File: src/rtl/wb_arbiter.sv
// Register-file writeback arbiter: ALU results take the write port first, queued
// memory-load results drain into idle slots, and a busy scoreboard tracks in-flight loads.
module wb_arbiter #(
  parameter int unsigned DWIDTH = 16,
  parameter int unsigned AWIDTH = 3,
  parameter int unsigned DEPTH  = 4
) (
  input  logic                   clk,
  input  logic                   rst_n,
  input  logic                   a_valid,
  input  logic [AWIDTH-1:0]      a_sel,
  input  logic [DWIDTH-1:0]      a_data,
  input  logic                   m_valid,
  output logic                   m_ready,
  input  logic [AWIDTH-1:0]      m_sel,
  input  logic [DWIDTH-1:0]      m_data,
  output logic                   we,
  output logic [AWIDTH-1:0]      wsel,
  output logic [DWIDTH-1:0]      wdata,
  output logic [(2**AWIDTH)-1:0] busy,
  output logic                   err
);

  localparam int unsigned NREG = 2 ** AWIDTH;
  localparam int unsigned PW   = $clog2(DEPTH);

  typedef logic [PW:0] cnt_t;
  localparam cnt_t FULL_CNT = cnt_t'(DEPTH);

  logic [AWIDTH-1:0] sel_mem_q  [DEPTH];
  logic [AWIDTH-1:0] sel_mem_d  [DEPTH];
  logic [DWIDTH-1:0] data_mem_q [DEPTH];
  logic [DWIDTH-1:0] data_mem_d [DEPTH];
  logic [PW-1:0]     rd_ptr_q, rd_ptr_d;
  logic [PW-1:0]     wr_ptr_q, wr_ptr_d;
  cnt_t              count_q, count_d;
  logic [NREG-1:0]   busy_q, busy_d;
  logic              err_q, err_d;
  logic              we_q, we_d;
  logic [AWIDTH-1:0] wsel_q, wsel_d;
  logic [DWIDTH-1:0] wdata_q, wdata_d;
  logic              wload_q, wload_d;

  logic full, empty, push, pop;

  assign full    = (count_q == FULL_CNT);
  assign empty   = (count_q == '0);
  assign m_ready = rst_n && !full && !busy_q[m_sel];
  assign push    = m_valid && m_ready;
  assign pop     = !a_valid && !empty;

  always_comb begin
    sel_mem_d  = sel_mem_q;
    data_mem_d = data_mem_q;
    rd_ptr_d   = rd_ptr_q;
    wr_ptr_d   = wr_ptr_q;
    count_d    = count_q;
    busy_d     = busy_q;
    err_d      = err_q;
    we_d       = we_q;
    wsel_d     = wsel_q;
    wdata_d    = wdata_q;
    wload_d    = wload_q;

    // wload_q marks the current write as a drained load: its busy bit drops now,
    // on the same edge the register file captures the data.
    if (wload_q) busy_d[wsel_q] = 1'b0;

    if (push) begin
      sel_mem_d[wr_ptr_q]  = m_sel;
      data_mem_d[wr_ptr_q] = m_data;
      wr_ptr_d             = wr_ptr_q + 1'b1;
      busy_d[m_sel]        = 1'b1;
    end

    if (pop) rd_ptr_d = rd_ptr_q + 1'b1;

    unique case ({push, pop})
      2'b10:   count_d = count_q + 1'b1;
      2'b01:   count_d = count_q - 1'b1;
      default: count_d = count_q;
    endcase

    if (a_valid) begin
      we_d    = 1'b1;
      wsel_d  = a_sel;
      wdata_d = a_data;
      wload_d = 1'b0;
      if (busy_q[a_sel]) err_d = 1'b1;
    end else if (!empty) begin
      we_d    = 1'b1;
      wsel_d  = sel_mem_q[rd_ptr_q];
      wdata_d = data_mem_q[rd_ptr_q];
      wload_d = 1'b1;
    end else begin
      we_d    = 1'b0;
      wload_d = 1'b0;
    end
  end

  always_ff @(posedge clk or negedge rst_n) begin
    if (!rst_n) begin
      for (int unsigned i = 0; i < DEPTH; i++) begin
        sel_mem_q[i]  <= '0;
        data_mem_q[i] <= '0;
      end
      rd_ptr_q <= '0;
      wr_ptr_q <= '0;
      count_q  <= '0;
      busy_q   <= '0;
      err_q    <= 1'b0;
      we_q     <= 1'b0;
      wsel_q   <= '0;
      wdata_q  <= '0;
      wload_q  <= 1'b0;
    end else begin
      sel_mem_q  <= sel_mem_d;
      data_mem_q <= data_mem_d;
      rd_ptr_q   <= rd_ptr_d;
      wr_ptr_q   <= wr_ptr_d;
      count_q    <= count_d;
      busy_q     <= busy_d;
      err_q      <= err_d;
      we_q       <= we_d;
      wsel_q     <= wsel_d;
      wdata_q    <= wdata_d;
      wload_q    <= wload_d;
    end
  end

  assign we    = we_q;
  assign wsel  = wsel_q;
  assign wdata = wdata_q;
  assign busy  = busy_q;
  assign err   = err_q;

endmodule

File: config.mk
export PLATFORM = sky130hd
export DESIGN_NAME = wb_arbiter
export DESIGN_NICKNAME = d
export VERILOG_FILES = /design/src/rtl/wb_arbiter.sv
export SDC_FILE = /design/constraint.sdc
export NUM_CORES = 1
export LEC_CHECK = 0
export CAP_MARGIN = 20
export CORE_ASPECT_RATIO = 1.5
export CORE_MARGIN = 3
export CORE_UTILIZATION = 59
export DETAILED_ROUTE_END_ITERATION = 7
export MAX_ROUTING_LAYER = met4
export PLACE_DENSITY = 0.9
export SKIP_LAST_GASP = 1
export SYNTH_ARGS = -nofsm -noshare
export SYNTH_HDL_FRONTEND = slang
export SYNTH_SLANG_ARGS = --single-unit
File: constraint.sdc
create_clock -name clk -period 5.52 [get_ports clk]
set_input_delay 1.104 -clock clk [delete_from_list [all_inputs] [get_ports clk]]
set_output_delay 1.104 -clock clk [all_outputs]
set_load 0.01 [all_outputs]
==> flow_metrics.tcl, run 1 <==
set metrics [dict create \
    outcome "finished, final reports clean" \
    first_pass_iters 4 \
    cts_tree "built" \
    htreeDepth 4 \
    antennaDiodeCount 0 \
    synth_top_family_by_area "multiplexers" \
    dieArea_sq_um 10420 \
    met1_usage_pct 28.51 \
    power_density_nw_per_um2 613.1 \
    drt_iter0_drc 273 \
    drv_slew 0 \
    register_area_sq_um 2828 \
    synth_mux_area_share_pct 31.13 \
    worstPathRequired_ns 4.42 \
    total_leakage_power_uw 0.002936 \
    cts_buffers 17 \
    finalInstanceArea_sq_um 6873 \
    start_util_pct 61.19 \
    fin_nets 487 \
    via_per_inst 5.989 \
    critPathLaunchType "input port" \
    yosys-top-cells-count "dfrtp_1 (113), mux2_4 (40), mux2_2 (38)" \
    period_share_pct 85.41 \
    root_buffer "clkbuf_16" \
    relSlewSlack_pct 31.12 \
    grt_pass1_wl_um 20290 \
    route.detailed.drc 0 \
    ys.flop_type "dfrtp_1" \
    antenna_found_initial 0 \
    grt_pass1_vias 3852 \
    setup_viol 0 \
    grt_util_met2_pct 47.58 \
    ctsResizeCount 0 \
    synthSimpleGateAreaFrac_pct 6.977 \
    drt-total-wl_um 12550 \
    synth_area_per_cell_sq_um 15.22 \
    grt_usage_pct 26.89 \
    path_class "in -> out" \
    rsz0062_at_grt "false" \
    crit_path_max_fanout 14 \
    multi_input_area_sq_um 2441 \
    yosysMostFrequentCell "dfrtp_1" \
    post_drt_wl_per_cell_um 22.33 \
    syn_to_final_growth_pct 26.48 \
    period_needed_ns 4.715 \
    hold_class "reg -> reg" \
    cts_sinks 113 \
    netlist_top_cells_area "dfrtp_1 (52%), mux2_4 (11%), mux4_2 (8.7%)" \
    vias 3366 \
    ios 72 \
    synth_cell_types 40 \
    vdd_drop_max_mv 0.3526 \
    synth_xor_area_share_pct 0.9671 \
    grt.busiest_layer "met2" \
    synth_area_sq_um 5434 \
    critPathCaptureType "primary output" \
    fillers 477 \
    clock_path_buffers 2 \
    worst_pin_slew_ns 1.033 \
    post_cts_buffers 0 \
    hpwl_um 7839 \
    ys_ff_latch 113 \
    async_reset_ff_share_pct 100.0 \
    fp.dieW_um 84.36 \
    yosysTopAreaCell "dfrtp_1" \
    met3_usage_pct 6.733 \
    synth_edf_count 0 \
    portBuffers 71 \
    grt_overflow 0 \
    syn_nets 405 \
    postRouteAntennaNets 0 \
    core_area_sq_um 8881 \
    synthAdderAreaFrac_pct 1.520 \
    clock_latency_ns 0.41 \
    tns_ns 0 \
    grt_max_degree 72 \
    hold_viol 0 \
    syn_inst 357 \
    cts.hold.buffers_added 0 \
    die_h_um 123.5 \
    critical_path_arrival_ns 3.61 \
    ys_warn_count 0 \
    clkTransAtPathRegs_ns 0.05 \
    maxCapViolations 0 \
    ys_seq_area_share_pct 52.04 \
    num_rows 42 \
    synth-compound-area-share_pct 4.214 \
    final.setup_skew_ns 0.008126 \
    drive_gt1_share_pct 33.63 \
    synth.top_cell.area_share_pct 52.04 \
    max_freq_mhz 212.1 \
    hold_ws_ns 0.4898 \
    post_dp_cell_area_sq_um 6212 \
    gp_congestion 0.9136 \
]
worst max-delay path, cell delays in order:
cell and delay [ns]:
clkdlybuf4s50_1 0.77, mux2i_1 0.28, o22ai_2 0.22, nor3_2 0.58
clkdlybuf4s50_1 0.65
cell families (layout without fill, tap and decap cells):
group / count (synthesis) / in the layout
adders and majority gates: 6 / 6
and+or+nand+nor: 57 / 57
DFF: 113 / 113
muxes: 118 / 118
AOI/OAI and AO/OA: 30 / 30
buffers and inverters: 27 / 122
xor gates and xnor gates: 6 / 6
cells in the final DEF (no fill, tap or decap), types with 2 or more instances in the layout:
| master | netlist | final |
|---|---|---|
| nor2b_1 | 5 | 5 |
| and2_1 | 2 | 2 |
| nor2_1 | 4 | 4 |
| ha_1 | 5 | 5 |
| a32o_1 | 8 | 8 |
| inv_1 | 10 | 10 |
| bufinv_16 | 0 | 5 |
| clkbuf_16 | 0 | 17 |
| a222oi_1 | 3 | 3 |
| mux2_2 | 38 | 38 |
| mux4_2 | 21 | 21 |
| mux2_4 | 40 | 40 |
| mux2i_1 | 19 | 19 |
| nand3_1 | 5 | 5 |
| o21ai_0 | 16 | 16 |
| clkbuf_8 | 0 | 3 |
| xor2_1 | 3 | 3 |
| dfrtp_1 | 113 | 113 |
| clkdlybuf4s50_1 | 0 | 70 |
| nor4_4 | 4 | 4 |
| buf_4 | 0 | 9 |
| xnor2_1 | 3 | 3 |
| nand2_1 | 24 | 24 |
| clkinv_2 | 0 | 5 |
where the power goes:
group	switching [uW]	leakage (uW)	total, uW	internal (uW)
sequential	340	0.00136	1580	1240
clock	369	0.000323	1200	832
combinational	538	0.00125	1440	900
state kept, by name, indices dropped and copies added (netlist names), 2 cells and up:
name	cells
wr_ptr_q	2
wdata	16
busy	8
data_mem_q	64
rd_ptr_q	2
count_q	3
sel_mem_q	12
wsel	3
worst paths after layout:
check,startpoint,endpoint,slack (ns),cells after the start
hold / removal,wdata[6],wdata[6],0.49,2
max in group asynchronous,rst_n,data_mem_q[36],3.55,2
min in group asynchronous,rst_n,busy[1],0.68,1
setup / recovery,m_sel[0],m_ready,0.81,5
hold reg to reg,wdata[6],wdata[6],0.49,2
setup reg to reg,count_q[2],count_q[2],2.73,10
cell type report:
class                           instances  share of cell area (%)
Sequential cell                       113                   41.14
Multi-Input combinational cell        217                   35.52
Timing Repair Buffer                   80                   11.29
Clock buffer                           21                   6.845
Clock inverter                         11                   2.658
Tap cell                              110                   2.003
Inverter                               10                  0.5461
routing by layer:
layer  vias to the layer above  part of all wire, %
met4                         0                  2.3
met5                         -                    0
li1                       1484                    -
met3                        25                  4.7
met1                      1746                   37
met2                       111                   56
through the flow:
stage / util (%) / cells / worst slack [ns] / power (uW)
floorplan: - / 357 / 2.322 / 2458
global placement: 69.95 / 529 / 0.9444 / 2880
detailed placement: 69.95 / 529 / 0.8455 / 2979
CTS: 77.30 / 561 / 0.8198 / 4238
global route: 77.39 / 562 / 0.7033 / 4406
finish: 77.39 / 562 / 0.8053 / 4214
No activity file was read; power rests on OpenSTA's default activity.
==> inputs of run 2 (changes only) <==
--- a/config.mk
+++ b/config.mk
@@ -12,6 +12,7 @@
 export DETAILED_ROUTE_END_ITERATION = 7
 export MAX_ROUTING_LAYER = met4
 export PLACE_DENSITY = 0.9
+export RECOVER_POWER = 25
 export SKIP_LAST_GASP = 1
 export SYNTH_ARGS = -nofsm -noshare
 export SYNTH_HDL_FRONTEND = slang
==> flow_metrics.tcl, run 2 (synthesized netlist as in run 1, its figures left out) <==
set metrics [dict create \
    outcome "complete, but fails checks" \
    violations "capacitance limit, slew limit" \
    r2r_cells 10 \
    portBuffers 71 \
    antenna_found_initial 0 \
    power_density_nw_per_um2 613.4 \
    largest_reg_flops 64 \
    hpwl_um 7839 \
    syn_to_final_growth_pct 26.43 \
    critical_path_arrival_ns 3.61 \
    setup_viol 0 \
    antennaDiodeCount 0 \
    worstPathRequired_ns 4.42 \
    critPathLaunchType "input port" \
    drt_iter0_drc 279 \
    root_buffer "clkbuf_16" \
    core_area_sq_um 8881 \
    r2r_start "count_q[2]" \
    largest_register "data_mem_q" \
    path_class "in -> out" \
    total_leakage_power_uw 0.002935 \
    clock_path_buffers 2 \
    final.setup_skew_ns 0.008274 \
    tns_ns 0 \
    ctsResizeCount 0 \
    critPathCaptureType "primary output" \
    worstReg2RegEnd "count_q[2]" \
    cts_sinks 113 \
    hold_class "reg -> reg" \
    vias 3370 \
    vdd_drop_max_mv 0.3533 \
    grt_pass1_wl_um 20290 \
    fillers 478 \
    fin_nets 487 \
    maxCapViolations 1 \
    hold_viol 0 \
    clkTransAtPathRegs_ns 0.05 \
    fin_cells 562 \
    post_drt_wl_per_cell_um 22.39 \
    start_util_pct 61.19 \
    grt_usage_pct 26.89 \
    route.detailed.drc 0 \
    cts_tree "built" \
    htreeDepth 4 \
    cts_buffers 17 \
    period_needed_ns 4.715 \
    register_area_sq_um 2828 \
    max_freq_mhz 212.1 \
    r2r_setup_slack_ns 2.74 \
    hp-start "wdata[6]" \
    placedCellCount 529 \
    cts.hold.buffers_added 0 \
    num_rows 42 \
    drt-total-wl_um 12580 \
    postRouteAntennaNets 0 \
    final_cell_mix "dfrtp_1 (113), clkdlybuf4s50_1 (70), mux2_4 (40)" \
    first_pass_iters 6 \
    die_h_um 123.5 \
    drive_gt1_share_pct 33.63 \
    post_cts_buffers 0 \
    worst_pin_slew_ns 1.703 \
    grt_max_degree 72 \
    crit_path_max_fanout 14 \
    via_per_inst 5.996 \
    multi_input_area_sq_um 2441 \
    clock_latency_ns 0.41 \
    hold_depth 2 \
    ios 72 \
    hold_end "wdata[6]" \
    dieArea_sq_um 10420 \
    relSlewSlack_pct -13.53 \
    grt_overflow 0 \
    grt_pass1_vias 3852 \
    drv_slew 72 \
    gp_congestion 0.9136 \
    fp.dieW_um 84.36 \
    rsz0062_at_grt "false" \
    final_common_cell "dfrtp_1" \
    period_share_pct 85.41 \
]
==> run 2: changes by cell type in the layout (fill, tap and decap cells not counted) <==
cell,delta
clkbuf_2,+1
buf_4,-1
==> run 2: report_power, final <==
group / internal, uW / total (uW) / switching [uW]
clock: 831 / 1200 / 368
sequential: 1240 / 1580 / 340
combinational: 900 / 1440 / 539
==> run 2: routing by layer <==
metal,vias to the layer above,GRT usage [%],routed length (um)
li1,1486,-,-
met1,1741,28.51,4644
met2,118,47.58,7040
met3,25,6.733,600
met4,0,11.88,295
met5,-,-,0
==> run 2: worst max-delay path: stages <==
cell and delay, ns:
clkdlybuf4s50_1 0.77, mux2i_1 0.28, o22ai_2 0.22, nor3_2 0.58, clkdlybuf4s50_1 0.65
==> run 2: worst max-delay path by stage <==
| stage | depth (start not counted) | to | from | slack [ns] |
|---|---|---|---|---|
| after global placement | 5 | m_ready | m_sel[0] | 0.94 |
| after floorplan | 11 | count_q[2] | m_sel[2] | 2.32 |
| final | 5 | m_ready | m_sel[0] | 0.81 |
| after detailed placement | 5 | m_ready | m_sel[0] | 0.85 |
| after global routing | 5 | m_ready | m_sel[0] | 0.70 |
| after CTS | 5 | m_ready | m_sel[0] | 0.82 |
==> run 2: area by class of cell <==
class	count	area share, %
Multi-Input combinational cell	217	35.53
Tap cell	110	2.003
Clock inverter	11	2.659
Sequential cell	113	41.16
Inverter	10	0.5463
Timing Repair Buffer	80	11.25
Clock buffer	21	6.848
==> run 2: stage by stage <==
step / power [uW] / hold slack [ns] / instance area (sq um) / utilization [%] / setup slack [ns]
3_5_place_dp: 2979 / 0.4675 / 6212 / 69.95 / 0.8455
2_1_floorplan: 2458 / 0.4752 / 5434 / - / 2.322
6_report: 4214 / 0.4901 / 6870 / 77.36 / 0.8052
5_1_grt: 4406 / 0.5127 / 6870 / 77.36 / 0.7033
3_3_place_gp: 2880 / 0.4521 / 6212 / 69.95 / 0.9444
4_1_cts: 4238 / 0.4980 / 6865 / 77.30 / 0.8198
==> inputs of run 3 (changes only) <==
--- a/config.mk
+++ b/config.mk
@@ -14,6 +14,7 @@
 export PLACE_DENSITY = 0.9
 export RECOVER_POWER = 25
 export SKIP_LAST_GASP = 1
+export SLEW_MARGIN = 30
 export SYNTH_ARGS = -nofsm -noshare
 export SYNTH_HDL_FRONTEND = slang
 export SYNTH_SLANG_ARGS = --single-unit
==> flow_metrics.tcl, run 3 (synthesized netlist as in run 1, its figures left out) <==
set metrics [dict create \
    cts_tree "built" \
    fp.dieW_um 84.36 \
    grt_max_degree 72 \
    final_util_pct 77.40 \
    syn_to_final_growth_pct 26.50 \
    gp_congestion 0.9136 \
    r2r_start "count_q[2]" \
    ios 72 \
    setup_viol 0 \
    dieArea_sq_um 10420 \
    critical-path-max-stage-delay_ns 0.77 \
    cts_buffers 17 \
    die_h_um 123.5 \
    grt_usage_pct 27.41 \
    total_leakage_power_uw 0.002924 \
    vias 3407 \
    grt_overflow 0 \
    root_buffer "clkbuf_16" \
    power_density_nw_per_um2 616.0 \
    clock_path_buffers 2 \
    maxCapViolations 1 \
    drt_iter0_drc 276 \
    setup.worst_path.start "m_sel[0]" \
    htreeDepth 4 \
    critical_path_arrival_ns 3.63 \
    route.detailed.drc 0 \
    vdd_drop_max_mv 0.3761 \
    grt_pass1_wl_um 20500 \
    largest_reg_flops 64 \
    cts_sinks 113 \
    cpMostUsedCell "clkdlybuf4s50_1" \
    worst_pin_slew_ns 1.682 \
    hpwl_um 7753 \
    period_needed_ns 4.730 \
    worstPathRequired_ns 4.42 \
    crit_path_max_fanout 14 \
    relSlewSlack_pct -12.11 \
    crit_path_cell_trace "clkdlybuf4s50_1 > mux2i_1 > o22ai_2 > nor3_2 > clkdlybuf4s50_1" \
    violations "capacitance limit, slew limit" \
    post_drt_wl_per_cell_um 22.67 \
    core_area_sq_um 8881 \
    period_share_pct 85.70 \
    start_util_pct 61.19 \
    hp-start "wdata[1]" \
    antennaDiodeCount 0 \
    final.setup_skew_ns 0.01226 \
    drt-total-wl_um 12720 \
    outcome "complete, but fails checks" \
    max_freq_mhz 211.4 \
    critPathCaptureType "primary output" \
    cts.hold.buffers_added 0 \
    final_common_cell "dfrtp_1" \
    fin_nets 486 \
    path_class "in -> out" \
    antenna_found_initial 0 \
    fillers 481 \
    portBuffers 71 \
    critPathLaunchType "input port" \
    clock_latency_ns 0.42 \
    drv_slew 72 \
    final_cell_mix "dfrtp_1 (112), clkdlybuf4s50_1 (70), mux2_4 (40)" \
    clkTransAtPathRegs_ns 0.06 \
    grt_pass1_vias 3747 \
    first_pass_iters 4 \
    via_per_inst 6.073 \
    slowest_stage "clkdlybuf4s50_1" \
    postRouteAntennaNets 0 \
    tns_ns 0 \
    rsz0062_at_grt "false" \
    hold_class "reg -> reg" \
    drive_gt1_share_pct 33.48 \
    num_rows 42 \
    largest_register "data_mem_q" \
    hold_viol 0 \
    ctsResizeCount 0 \
    post_cts_buffers 0 \
]
==> run 3: cell types whose count changed in the layout (fill, tap and decap cells not counted), sizes merged <==
cell      delta
clkinvlp     +1
clkinv       -2
==> run 3: critical path, delay by kind of cell <==
| family | cells | cell delay (ns) |
|---|---|---|
| compound gates | 1 | 0.21 |
| buf+inv | 2 | 1.42 |
| mux | 1 | 0.29 |
| simple gates | 1 | 0.59 |
==> run 3: per-layer routing <==
metal / vias up / wire length [um] / global-route usage, %
met3: 33 / 776 / 7.267
li1: 1483 / - / -
met1: 1757 / 4671 / 30.72
met2: 134 / 6903 / 46.89
met4: 0 / 368 / 11.09
met5: - / 0 / -
==> run 3: through the flow <==
stage	power [uW]	worst slack, ns	area, sq um	cells	hold slack, ns
after floorplan	2458	2.322	5434	357	0.4752
after CTS	4263	0.8018	6875	561	0.4793
after global placement	2880	0.9444	6212	529	0.4521
after detailed placement	2979	0.8222	6221	529	0.4675
final	4235	0.7896	6874	561	0.4857
after global routing	4438	0.6553	6874	561	0.5053
==> run 3: where the power goes <==
group	internal, uW	switching (uW)
Sequential	1240	348
Clock	833	379
Combinational	898	540
Total	2970	1270
==> run 3: cell type report <==
cell class	instances	area [sq um]	area share, %
sequential	113	2829	41.15
multi-input combinational	217	2450	35.64
timing repair buffer	79	765.7	11.14
clock buffer	22	474.2	6.898
clock inverter	10	180.2	2.621
tap	110	137.6	2.002
inverter	10	37.54	0.5461
==> run 3: path summary, 6_finish.rpt <==
path	endpoint	slack (ns)	cells after the start
min	wdata[1]	0.49	2
max	m_ready	0.79	5
max in group asynchronous	rd_ptr_q[1]	2.69	2
min in group asynchronous	busy[1]	0.68	1
min reg2reg	wdata[1]	0.49	2
max reg2reg	count_q[2]	2.76	10
